**config.mk**
```make
export PLATFORM = sky130hd
export DESIGN_NAME = operand_fetch
export DESIGN_NICKNAME = d
export VERILOG_FILES = /design/src/rtl/operand_fetch.sv
export SDC_FILE = /design/constraint.sdc
export NUM_CORES = 1
export LEC_CHECK = 0
export ABC_AREA = 0
export CAP_MARGIN = 20
export CORE_MARGIN = 2
export CORE_UTILIZATION = 49
export CTS_CLUSTER_DIAMETER = 60
export CTS_CLUSTER_SIZE = 12
export DETAILED_ROUTE_END_ITERATION = 10
export GPL_ROUTABILITY_DRIVEN = 0
export PLACE_DENSITY = 0.72
export SYNTH_ARGS = -nofsm -noshare
export SYNTH_HDL_FRONTEND = slang
export SYNTH_SLANG_ARGS = --single-unit
```
**constraint.sdc**
```tcl
create_clock -name CLK -period 2.7 [get_ports CLK]
set_input_delay 0.54 -clock CLK [delete_from_list [all_inputs] [get_ports CLK]]
set_output_delay 0.54 -clock CLK [all_outputs]
set_load 0.1 [all_outputs]
```
**src/rtl/operand_fetch.sv**
```systemverilog
// Operand fetch: 8x8 register file, source select/negate, one-entry valid/ready output register.
// 1-cycle issue latency, no bubble on consume+accept. Optional write-to-read forwarding: OPERAND_FETCH_BYPASS_EN.
module operand_fetch (
  input  logic       CLK,
  input  logic       RESET,
  input  logic       WRITE,
  input  logic [2:0] WRITEREG,
  input  logic [7:0] IN,
  input  logic       ISSUE_VALID,
  output logic       ISSUE_READY,
  input  logic [2:0] READREG1,
  input  logic [2:0] READREG2,
  input  logic [7:0] IMMEDIATE,
  input  logic       IMM_SEL,
  input  logic       NEG_SEL,
  input  logic [2:0] ALUOP,
  output logic [7:0] DATA1,
  output logic [7:0] DATA2,
  output logic [2:0] SELECT,
  output logic       OP_VALID,
  input  logic       OP_READY
);

  logic [7:0] regs_q [8];
  logic [7:0] regs_d [8];
  logic [7:0] data1_q, data1_d;
  logic [7:0] data2_q, data2_d;
  logic [2:0] select_q, select_d;
  logic       op_valid_q, op_valid_d;

  logic [7:0] s1;
  logic [7:0] s2;
  logic [7:0] operand2;
  logic       accept;

  always_comb begin
    regs_d = regs_q;
    if (WRITE) regs_d[WRITEREG] = IN;
  end

`ifdef OPERAND_FETCH_BYPASS_EN
  // An in-flight writeback wins over the stored value; the immediate is never bypassed.
  always_comb begin
    s1 = (WRITE && (WRITEREG == READREG1)) ? IN : regs_q[READREG1];
    if (IMM_SEL)                                s2 = IMMEDIATE;
    else if (WRITE && (WRITEREG == READREG2))   s2 = IN;
    else                                        s2 = regs_q[READREG2];
  end
`else
  always_comb begin
    s1 = regs_q[READREG1];
    s2 = IMM_SEL ? IMMEDIATE : regs_q[READREG2];
  end
`endif

  assign operand2    = NEG_SEL ? (~s2 + 8'd1) : s2;
  assign ISSUE_READY = !op_valid_q || OP_READY;
  assign accept      = ISSUE_VALID && ISSUE_READY && RESET;

  always_comb begin
    data1_d    = data1_q;
    data2_d    = data2_q;
    select_d   = select_q;
    op_valid_d = op_valid_q;
    if (accept) begin
      data1_d    = s1;
      data2_d    = operand2;
      select_d   = ALUOP;
      op_valid_d = 1'b1;
    end else if (op_valid_q && OP_READY) begin
      op_valid_d = 1'b0;
    end
  end

  always_ff @(posedge CLK) begin
    if (!RESET) begin
      for (int i = 0; i < 8; i++) regs_q[i] <= 8'h00;
      data1_q    <= 8'h00;
      data2_q    <= 8'h00;
      select_q   <= 3'd0;
      op_valid_q <= 1'b0;
    end else begin
      for (int i = 0; i < 8; i++) regs_q[i] <= regs_d[i];
      data1_q    <= data1_d;
      data2_q    <= data2_d;
      select_q   <= select_d;
      op_valid_q <= op_valid_d;
    end
  end

  assign DATA1    = data1_q;
  assign DATA2    = data2_q;
  assign SELECT   = select_q;
  assign OP_VALID = op_valid_q;

endmodule

```
==> metrics.md, run 1 <==
| Metric | Value |
|---|---|
| Final min period | `2.563 ns` |
| Detail Route Antenna Nets | `0` |
| Period utilisation layout | `94.93%` |
| CTS H-tree lvls | `3` |
| CTS tree | `done` |
| Seq/Total Area, Yosys | `39.22%` |
| WL/cell | `17.43 um` |
| DRT Pass-1 Iters | `4` |
| CTS Hold Buffers Added | `0` |
| CTS buffer count | `9` |
| Setup slack, reg-to-reg | `0.72 ns` |
| Util after Layout | `60.82%` |
| Yosys cell types | `36` |
| Crit path cell chain | `clkdlybuf4s50_1 -> nor2b_1 -> buf_4 -> a22o_1 -> o31ai_1 -> or4_4 -> o21ai_0 -> xor2_1 -> o21ai_0` |
| Crit path setup slack, layout | `~0.14 ns` |
| Layout Nets | `581` |
| Total gr overflow | `0` |
| Initial core utilization | `about half` |
| Final slew viol count | `0` |
| Residual DRC | `0` |
| Input/output buffers | `55` |
| Cells resized by post-CTS repair | `0` |
| Post-CTS setup buffer count | `0` |
| Clock Latency Late Sink | `0.36 ns` |
| Avg Inst Size Synth | `just under 9 sq um` |
| Clk root buf | `clkbuf_8` |
| Final total power | `2.784 mW` |
| WP buf/inv | `2` |
| Max_cap viols | `0` |
| Crit Path Class | `in2reg` |
| Die width | `97.55 um` |
| Worst slew pin tran | `0.5619 ns` |
| Max Root-Sink Buffers | `2` |
| Share of cells above drive strength 1 | `16.18%` |
| Vias per cell | `5.629` |
| DP Wirelength | `8395 um` |
| Delay-heaviest family, CP | `simple AND/OR/NAND/NOR gates` |
| Slowest cell on crit path | `clkdlybuf4s50_1` |
| Outcome | `finished clean` |
| Reg2Reg Launch Point | `regs_q[3]` |
| Crit start category | `input port` |
| RSZ-0062 raised after global routing | `false` |
| Peak supply drop | `0.2741 mV` |
| CP required | `2.93 ns` |
| CP most frequent cell | `o21ai_0` |
| Antenna Cells | `0` |
| Die Span Y | `97.55 um` |
| Vias in the first global route | `3572` |
| Cell Area, Synth | `4288 sq um` |
| Worst Setup SP | `READREG2[1]` |
| Most frequent cells in the layout | `158 x nand2_1, 84 x dfxtp_1, 65 x a21boi_0` |
| Pwr/cell area | `532.7 nW/um^2` |
| Post-route cell area | `~5200 sq um` |
| Place WS | `-0.2122 ns` |
| Synth top area share | `approximately 39%` |
| Gr usage total | `25.11%` |
| Flip-flop and latch count after synthesis | `84` |
| Crit Path Max Fanout | `5` |
| Post-synthesis cell count | `483` |
| Core footprint | `8593 sq um` |
| Synth-to-Final Area Change | `21.88%` |
| FF-to-FF path depth | `7` |
| Largest net degree at the start of global routing | `67` |
| Largest area contributor in the netlist | `dfxtp_1` |
| Reg-to-reg endpoint | `DATA2[6]` |
| Final setup viols | `0` |
| Leakage | `1.950 nW` |
| FMAX | `390.1 MHz` |
| CP endpoint | `DATA2[6]` |
| Initial antenna violation count | `0` |
| Levels on crit path | `9` |
| Via count | `between 3000 and 4000` |
| Area contributors post-synth | `dfxtp_1 39%, nand2_1 14%, a21boi_0 11%` |
| Final WL | `11470 um` |
| Clock Sink Count | `84` |
| Hold Path Class | `reg2reg` |
| Placed Instance Area | `5009 sq um` |
| Clk pin slew, worst setup/hold paths | `~0.080 ns` |
| Rows | `34` |
| CP endpoint kind | `register` |
| Synth Warn # | `0` |
| Most common cell after layout, fill and taps aside | `nand2_1` |
| Clock Skews | `a little over 0.008 ns` |
| CP Data Arrival Time | `2.79 ns` |
| First-pass GRT wire length | `18710 um` |
| I/O pin count | `56` |
| Die ar. | `between 9000 and 10000 sq um` |
| Fin. Hold Viols | `0` |
| Slew Limit Headroom | `62.42%` |
| CP max stage delay | `0.55 ns` |
| Synthesized net count | `a little over 500` |
| Drt initial violations | `around 200` |
area by class of cell:
cell class                 instances  area, sq um
tap                              108        135.1
multi-input combinational        364         2436
sequential                        84         1682
clock buffer                      12        145.1
fill                             745         3367
timing repair buffer              84        748.2
inverter                           2        7.507
clock inverter                     4        72.57
stage by stage:
| stage | hold WS [ns] | TNS (ns) | instances |
|---|---|---|---|
| 4_1_cts | 0.4540 | 0 | 658 |
| 2_1_floorplan | 0.4501 | 0 | 483 |
| 6_report | 0.4509 | 0 | 658 |
| 3_3_place_gp | 0.4406 | -0.1726 | 642 |
| 3_5_place_dp | 0.4433 | -0.5851 | 642 |
| 5_1_grt | 0.4954 | 0 | 658 |
where the power goes:
part | total, mW | switching, mW | internal (mW)
registers | 1.30 | 0.0233 | 1.27
clock network | 0.984 | 0.439 | 0.546
logic | 0.503 | 0.305 | 0.197
total | 2.78 | 0.767 | 2.02
worst min path at each step:
stage               cells after the start  slack [ns]         end        from
global placement                        2        0.44    DATA2[7]    DATA2[7]
floorplan                               2        0.45  regs_q[15]  regs_q[15]
global route                            2        0.50    DATA1[1]    DATA1[1]
detailed placement                      2        0.44    DATA2[7]    DATA2[7]
CTS                                     2        0.45    DATA2[7]    DATA2[7]
finish                                  2        0.45    DATA2[7]    DATA2[7]
cells by family (layout without fill, tap and decap cells):
group | Yosys count | in the layout | synth area share [%]
compound gates | 113 | 113 | 19.46
flops | 84 | 84 | 39.22
buf+inv | 35 | 102 | 4.027
xor+xnor | 6 | 6 | 1.226
mux | 55 | 55 | 18.09
simple gates | 189 | 189 | 17.68
fa+ha+maj | 1 | 1 | 0.2918
tightest hold or removal path, stage by stage, from the launching register on:
cell	delay (ns)
dfxtp_1	0.32
nand2_1	0.05
o21ai_1	0.05
state kept, by name (all words and copies together) (netlist names):
signal    flops
DATA2         8
OP_VALID      1
SELECT        3
DATA1         8
regs_q       64
routing by layer:
| layer | share of wire, % | vias to the layer above | global-route usage (%) | routed length [um] |
|---|---|---|---|---|
| met2 | 46 | 129 | 39.47 | 5226 |
| met4 | 3.6 | 0 | 11.97 | 412 |
| met5 | 0 | - | 0 | 0 |
| met3 | 7.2 | 24 | 4.388 | 831 |
| li1 | - | 1799 | - | - |
| met1 | 44 | 1752 | 33.64 | 5000 |
synthesized netlist by cell type, drive strengths merged:
cell type and instances:
and3 1, nand2b 4, ha 1, and2 1
clkbuf 19, mux2i 37, nand2 158, a21oi 2
a21boi 66, dfxtp 84, nand3 5, nor3 2
nor2b 6, xor2 4, xnor2 2, o31a 2
a22o 15, or4 1, a22oi 2, nor2 10
o41ai 1, o21ai 19, nand4 1, inv 2
o31ai 6, mux4 18, buf 14
Power figures use the tool's default switching activity.
==> run 2, diff against run 1 <==
--- a/config.mk
+++ b/config.mk
@@ -13,7 +13,7 @@
 export CTS_CLUSTER_SIZE = 12
 export DETAILED_ROUTE_END_ITERATION = 10
 export GPL_ROUTABILITY_DRIVEN = 0
-export PLACE_DENSITY = 0.72
+export PLACE_DENSITY = 0.81
 export SYNTH_ARGS = -nofsm -noshare
 export SYNTH_HDL_FRONTEND = slang
 export SYNTH_SLANG_ARGS = --single-unit
==> metrics.md, run 2 (same netlist as run 1, synthesis figures left out) <==
| Metric | Value |
|---|---|
| Outcome | `finished clean` |
| Routed wl met2 | `5571 um` |
| Drt initial violations | `between 300 and 400` |
| Post-CTS setup buffer count | `0` |
| Clock Sink Count | `84` |
| TNS Setup | `0 ns` |
| Hold_ws | `0.4619 ns` |
| Largest register FFs | `between 60 and 70` |
| Vias per cell | `between 5 and 6` |
| Total gr overflow | `0` |
| Max Root-Sink Buffers | `2` |
| Die ar. | `~9500 sq um` |
| Initial antenna violation count | `0` |
| First-pass GRT wire length | `between 15000 and 20000 um` |
| Most common cell after layout, fill and taps aside | `nand2_1` |
| Residual DRC | `0` |
| Input/output buffers | `55` |
| CTS tree | `done` |
| Most frequent cells in the layout | `158 x nand2_1, 84 x dfxtp_1, 65 x a21boi_0` |
| Die width | `97.55 um` |
| FMAX | `roughly 400 MHz` |
| Largest net degree at the start of global routing | `67` |
| Clock Skews | `0.01319 ns` |
| Crit path setup slack, layout | `between 0.2 and 0.3 ns` |
| Largest register by flop count | `regs_q` |
| DP Wirelength | `8290 um` |
| DRT Pass-1 Iters | `6` |
| RSZ-0062 raised after global routing | `false` |
| Core footprint | `8593 sq um` |
| Post-route cell area | `5238 sq um` |
| Pwr/cell area | `between 500 and 600 nW/um^2` |
| Max_cap viols | `0` |
| Rows | `34` |
| Slew Limit Headroom | `62.43%` |
| CP required | `2.94 ns` |
| Gr usage total | `roughly a quarter` |
| Place WS | `-0.1739 ns` |
| Period utilisation layout | `between 90% and 100%` |
| Final min period | `2.440 ns` |
| Die Span Y | `97.55 um` |
| Detail Route Antenna Nets | `0` |
| Antenna Cells | `0` |
| Peak supply drop | `approximately 0.24 mV` |
| Placed Instance Area | `roughly 5000 sq um` |
| Met3 wire length | `852 um` |
| Via count | `3815` |
| CTS Hold Buffers Added | `0` |
| Final setup viols | `0` |
| Final total power | `between 2 and 3 mW` |
| Layout Nets | `578` |
| Top Metal Used | `met4` |
| Clk pin slew, worst setup/hold paths | `0.09 ns` |
| I/O pin count | `56` |
| Final slew viol count | `0` |
| CP Data Arrival Time | `2.68 ns` |
| Worst slew pin tran | `0.5635 ns` |
| WL/cell | `17.84 um` |
| Cells resized by post-CTS repair | `0` |
| Crit start category | `input port` |
| CTS buffer count | `9` |
| Met1 wire length | `approximately 5000 um` |
| Crit Path Max Fanout | `5` |
| Crit Path Class | `in2reg` |
| Share of cells above drive strength 1 | `16.45%` |
| Clock Latency Late Sink | `0.37 ns` |
| CTS H-tree lvls | `3` |
| Synth-to-Final Area Change | `22.15%` |
| Clk root buf | `clkbuf_8` |
| Initial core utilization | `49.90%` |
| Vias in the first global route | `3673` |
| Leakage | `1.956 nW` |
| Hold Path Class | `reg2reg` |
| CP endpoint kind | `register` |
| Fin. Hold Viols | `0` |
| Final WL | `~12000 um` |
run 2: changes by cell type in the layout (fill, tap and decap cells not counted), sizes merged:
cell / change
clkinv: +1
clkbuf: -1
buf: -3
inv: +1
clkinvlp: -1
run 2: metal layers:
metal,vias up,global-route usage (%)
met5,-,0
met4,0,10.47
met3,26,4.173
met2,171,41.54
met1,1825,33.14
li1,1793,-
run 2: layout make-up:
type	count	area (sq um)
repair buffers	81	738.2
flip-flops and latches	84	1682
well taps	108	135.1
inverters	2	7.507
clock inverters	5	82.58
clock buffers	11	151.4
multi-input cells	364	2441
fillers	726	3356
run 2: power by group:
group | switching, mW | leakage, nW | internal, mW
combinational | 0.308 | 1.15 | 0.197
sequential | 0.0231 | 0.681 | 1.27
clock | 0.482 | 0.120 | 0.575
total | 0.814 | 1.96 | 2.05
run 2: path summary, 6_finish.rpt:
check,depth (start not counted),start,slack (ns),to
hold / removal,2,DATA1[5],0.46,DATA1[5]
setup reg to reg,7,regs_q[3],0.71,DATA2[7]
setup / recovery,9,READREG2[1],0.26,DATA2[7]
hold reg to reg,2,DATA1[5],0.46,DATA1[5]
run 2: critical path: stages:
cell and delay, ns:
clkdlybuf4s50_1 0.58, nor2b_2 0.27, buf_4 0.16, a22o_1 0.14, o31ai_1 0.09, or4_4 0.44
o31ai_2 0.24, xnor2_1 0.14, o21ai_1 0.07
run 2: through the flow:
step / std cells / util, %
after CTS: 655 / 60.89
after floorplan: 483 / -
after global routing: 655 / 60.95
final: 655 / 60.95
after global placement: 639 / 58.17
after detailed placement: 639 / 58.17
==> run 3, diff against run 2 <==
==> constraint.sdc (replaced) <==
create_clock -name CLK -period 3.14 [get_ports CLK]
set_input_delay 0.628 -clock CLK [delete_from_list [all_inputs] [get_ports CLK]]
set_output_delay 0.628 -clock CLK [all_outputs]
set_load 0.1 [all_outputs]
==> metrics.md, run 3 (same netlist as run 1, synthesis figures left out) <==
| Metric | Value |
|---|---|
| Crit Path Max Fanout | `7` |
| Input/output buffers | `55` |
| Fin. Hold Viols | `0` |
| Period utilisation layout | `88.31%` |
| Slew Limit Headroom | `51.04%` |
| Post-route cell area | `5030 sq um` |
| Clock Sink Count | `84` |
| CP Data Arrival Time | `around 3 ns` |
| Leakage | `between 1.5 and 2 nW` |
| Post-CTS setup buffer count | `0` |
| Die ar. | `9515 sq um` |
| Cells resized by post-CTS repair | `0` |
| CTS H-tree lvls | `3` |
| CP endpoint kind | `register` |
| RSZ-0062 raised after global routing | `false` |
| Final setup viols | `0` |
| Vias in the first global route | `approximately 3600` |
| Most common cell after layout, fill and taps aside | `nand2_1` |
| Placed Instance Area | `4838 sq um` |
| Most frequent cells in the layout | `158 x nand2_1, 84 x dfxtp_1, 65 x a21boi_0` |
| Clk root buf | `clkbuf_8` |
| Largest register by flop count | `regs_q` |
| Largest register FFs | `64` |
| Synth-to-Final Area Change | `17.30%` |
| Core footprint | `8593 sq um` |
| DP Wirelength | `8240 um` |
| Final slew viol count | `0` |
| Crit start category | `input port` |
| Worst slew pin tran | `0.7318 ns` |
| Vias per cell | `~5.8` |
| I/O pin count | `56` |
| Initial core utilization | `49.90%` |
| Hold_ws | `0.4608 ns` |
| CTS Hold Buffers Added | `0` |
| Layout Nets | `between 500 and 600` |
| Final min period | `2.773 ns` |
| Crit Path Class | `in2reg` |
| Clk pin slew, worst setup/hold paths | `0.08 ns` |
| Largest net degree at the start of global routing | `between 50 and 60` |
| TNS Setup | `0 ns` |
| Pwr/cell area | `455.0 nW/um^2` |
| Antenna Cells | `0` |
| Detail Route Antenna Nets | `0` |
| Residual DRC | `0` |
| Max_cap viols | `0` |
| Die Span Y | `~98 um` |
| CP required | `between 3 and 4 ns` |
| Gr usage total | `24.09%` |
| Util after Layout | `58.53%` |
| CTS tree | `done` |
| DRT Pass-1 Iters | `4` |
| Rows | `34` |
| Clock Skews | `approximately 0.012 ns` |
| WL/cell | `17.86 um` |
| Via count | `3691` |
| Peak supply drop | `0.1941 mV` |
| CTS buffer count | `9` |
| Clock Latency Late Sink | `around 0.36 ns` |
| Fill count | `739` |
| FMAX | `360.6 MHz` |
| Drt initial violations | `257` |
| Hold Path Class | `reg2reg` |
| Max Root-Sink Buffers | `2` |
| Initial antenna violation count | `0` |
| Non-Filler Instances | `638` |
| Share of cells above drive strength 1 | `13.02%` |
| Final WL | `11390 um` |
| Die width | `97.55 um` |
| Placed insts | `623` |
| Total gr overflow | `0` |
| Outcome | `finished clean` |
| First-pass GRT wire length | `18220 um` |
==> run 3: metrics by stage <==
step,setup slack (ns),power (mW)
floorplan,0.09844,1.427
global placement,0.1035,1.540
detailed placement,0.04393,1.547
CTS,0.4037,2.291
global route,0.1767,2.364
finish,0.3670,2.289
==> run 3: path summary, 6_finish.rpt <==
check	start	to	slack, ns	cells past startpoint
worst max-delay path	READREG2[1]	DATA2[7]	0.37	8
worst min-delay path	DATA2[7]	DATA2[7]	0.46	2
worst max register to register	regs_q[3]	DATA2[7]	1.12	7
worst min register to register	DATA2[7]	DATA2[7]	0.46	2
==> run 3: worst max-delay path, cell delays in order <==
cell and delay [ns]:
clkdlybuf4s50_1 0.57, nor2b_1 0.44, a22o_2 0.25, o31ai_2 0.07
or4_4 0.57, o31ai_2 0.25, xnor2_1 0.15, o21ai_1 0.07
==> run 3: power breakdown <==
| part | switching, mW | internal (mW) |
|---|---|---|
| sequential | 0.0199 | 1.10 |
| clock | 0.379 | 0.384 |
| combinational | 0.259 | 0.152 |
==> run 3: metal layers <==
metal  wire [um]  GRT usage [%]  vias to the layer above  part of all wire (%)
li1            -              -                     1757                     -
met1        4812          30.74                     1739                    42
met2        5262          39.15                      163                    46
met3         920          4.460                       32                   8.1
met4         399          11.97                        0                   3.5
met5           0              0                        -                     0
==> run 3: area by class of cell <==
class | instances | area (sq um) | area share [%]
clock buffers | 11 | 141.4 | 2.811
clock inverters | 4 | 50.05 | 0.9950
repair buffers | 65 | 580.6 | 11.54
multi-input cells | 364 | 2434 | 48.38
inverters | 2 | 7.507 | 0.1493
flip-flops and latches | 84 | 1682 | 33.43
well taps | 108 | 135.1 | 2.687
==> edit: new RTL, config.mk and constraints of run 2 <==
Build with the macro `OPERAND_FETCH_BYPASS_EN` defined.
--- a/src/rtl/operand_fetch.sv
+++ b/src/rtl/operand_fetch.sv
@@ -1,5 +1,7 @@
 // Operand fetch: 8x8 register file, source select/negate, one-entry valid/ready output register.
 // 1-cycle issue latency, no bubble on consume+accept. Optional write-to-read forwarding: OPERAND_FETCH_BYPASS_EN.
+`define OPERAND_FETCH_BYPASS_EN
+
 module operand_fetch (
   input  logic       CLK,
   input  logic       RESET,
Check against the original RTL: not equivalent (Yosys sat finds a counterexample within 4 cycles, from zero or initial values and one cycle with RESET low).
==> edit against run 2 <==
Power rose by 0.84%. Design area is 13% higher. Setup slack got worse by 280 ps. Global-route usage up 2.7 points. Synthesized area up 7.8%. Non-clock buffer count rose by 41. Synthesized cell count up 3.9%. Sequential cell count did not move. Largest cell class unchanged. The flow now finishes with violations (negative setup slack). Routed wire length rose by 19%. Sequential share of layout area decreased by 3.7 points. First-iteration DRC count is 13% higher.
==> edit: results (changes against run 2) <==
Outcome -> complete, but fails checks (was complete, no violations)
Failing checks -> negative setup slack
Syn_nets -> 538 (was 519)
Peak VDD IR -> 0.318 mV (was 0.244 mV)
CTS max path bufs -> 2 (unchanged)
Setup Skew -> 8.32 ps (was 13.2 ps)
Reg2Reg Depth -> 9 (was 7)
Number of global-route vias before repair -> 4297 (was 3673)
PnR worst setup slack -> -19.6 ps (was 260 ps)
Switching Fraction -> 0.314 (was 0.285)
Initial drt markers -> 387 (was 343)
Place WS -> -769 ps (was -174 ps)
Worst path arrival time -> 2980 ps (was 2680 ps)
WHS Endpoint -> DATA1[3]$_SDFFE_PN0P_ (was DATA1[5]$_SDFFE_PN0P_)
Final nets -> 632 (was 578)
Synth top cells by count -> 149 x nand2_1, 84 x dfxtp_1, 67 x a21boi_1 (was 158 x nand2_1, 84 x dfxtp_1, 65 x a21boi_0)
Crit path largest cell delay -> 310 ps (was 580 ps)
Reg2reg start -> regs_q[0]$_SDFFE_PN0P_ (was regs_q[3]$_SDFFE_PN0P_)
Met2 wire len -> 6670 µm (was 5570 µm)
Fillcell total -> 735 (was 726)
Wire length on met3 -> 1270 µm (was 852 µm)
Hold path cells -> 2 (unchanged)
Avg Inst Size Synth -> 9.21 µm² (was 8.88 µm²)
Fin Hold WS -> 457 ps (was 462 ps)
Synth top area cells -> dfxtp_1 36%, mux4_2 15%, nand2_1 12% (was dfxtp_1 39%, nand2_1 14%, a21boi_0 11%)
Endpoint of the worst register-to-register path -> DATA2[6]$_SDFFE_PN0P_ (was DATA2[7]$_SDFFE_PN0P_)
Non-Filler Instances -> 712 (was 655)
DP HPWL -> 10000 µm (was 8290 µm)
Largest net degree at the start of global routing -> 41 (was 67)
Worst slew pin tran -> 684 ps (was 563 ps)
Register area share after synthesis -> 0.364 (was 0.392)
Tot GR Track Use -> 0.280 (was 0.253)
CP max stage cell -> a311o_1 (was clkdlybuf4s50_1)
Vias per Instance -> 6.00 (was 5.82)
Drt first pass iters -> 5 (was 6)
Netlist cell types -> 46 (was 36)
Setup TNS -> -19.6 ps (was 0 ps)
Setup Viol. Count Final -> 1 (was 0)
Layout cells sized above 1 -> 0.271 (was 0.165)
Leak pwr -> 2.33 nW (was 1.96 nW)
Met1 WL -> 5290 µm (was 4930 µm)
[edit: logic make-up after synthesis]
logic type                 count (synthesis)  synth area share
AOI/OAI and AO/OA                        106             0.174
buffers and inverters                     41            0.0398
and+or+nand+nor                          199             0.185
xor gates and xnor gates                   8            0.0152
adders and majority gates                  1           0.00271
DFF                                       84             0.364
muxes                                     63             0.220
[edit: final cells by class]
class | instances | area share
flip-flops and latches | 84 | 0.284
clock buffers | 9 | 0.0209
repair buffers | 122 | 0.179
well taps | 111 | 0.0234
multi-input cells | 377 | 0.478
inverters | 2 | 0.00127
clock inverters | 7 | 0.0139
[edit: routing by layer]
metal,global-route usage,up-vias
li1,-,1954
met1,0.341,2022
met2,0.450,248
met3,0.0587,51
met4,0.182,0
met5,0,-
[edit: timing repair]
item	CTS	global route
hold buffers	0	0
resized for setup	12	11
buffers inserted	0	3
gates cloned	0	0
endpoints found under the setup margin	6	5
pin swaps	2	6
[edit: worst max path at each step]
stage	from	endpoint	depth (start not counted)	slack [ps]
floorplan	OP_VALID$_SDFFE_PN0P_	DATA2[4]$_SDFFE_PN0P_	6	40
global placement	READREG2[0]	DATA2[6]$_SDFFE_PN0P_	10	-630
detailed placement	READREG2[0]	DATA2[6]$_SDFFE_PN0P_	10	-770
CTS	WRITEREG[2]	DATA2[4]$_SDFFE_PN0P_	11	7
global route	READREG2[1]	DATA2[4]$_SDFFE_PN0P_	14	-110
finish	READREG2[1]	DATA2[4]$_SDFFE_PN0P_	14	-20
[edit: critical path: cells and delay by family]
family	cells	cell delay, ps
AO/OA/AOI/OAI	5	930
adder cells (fa/ha/maj)	1	200
buffers and inverters	5	820
AND/OR/NAND/NOR	3	490
[edit: power groups by stage]
stage	clock network (mW)	registers [mW]	logic (mW)
2_1_floorplan	0	1.45	0.268
3_3_place_gp	0	1.33	0.600
3_5_place_dp	0	1.33	0.613
4_1_cts	0.963	1.30	0.621
5_1_grt	0.993	1.31	0.672
6_report	0.944	1.30	0.637
[edit: per-stage QoR]
step                      utilization  area, µm²
after CTS                       0.639       5870
after global routing            0.645       5930
after floorplan                     -       4630
after detailed placement        0.612       5630
after global placement          0.612       5630
final                           0.645       5930
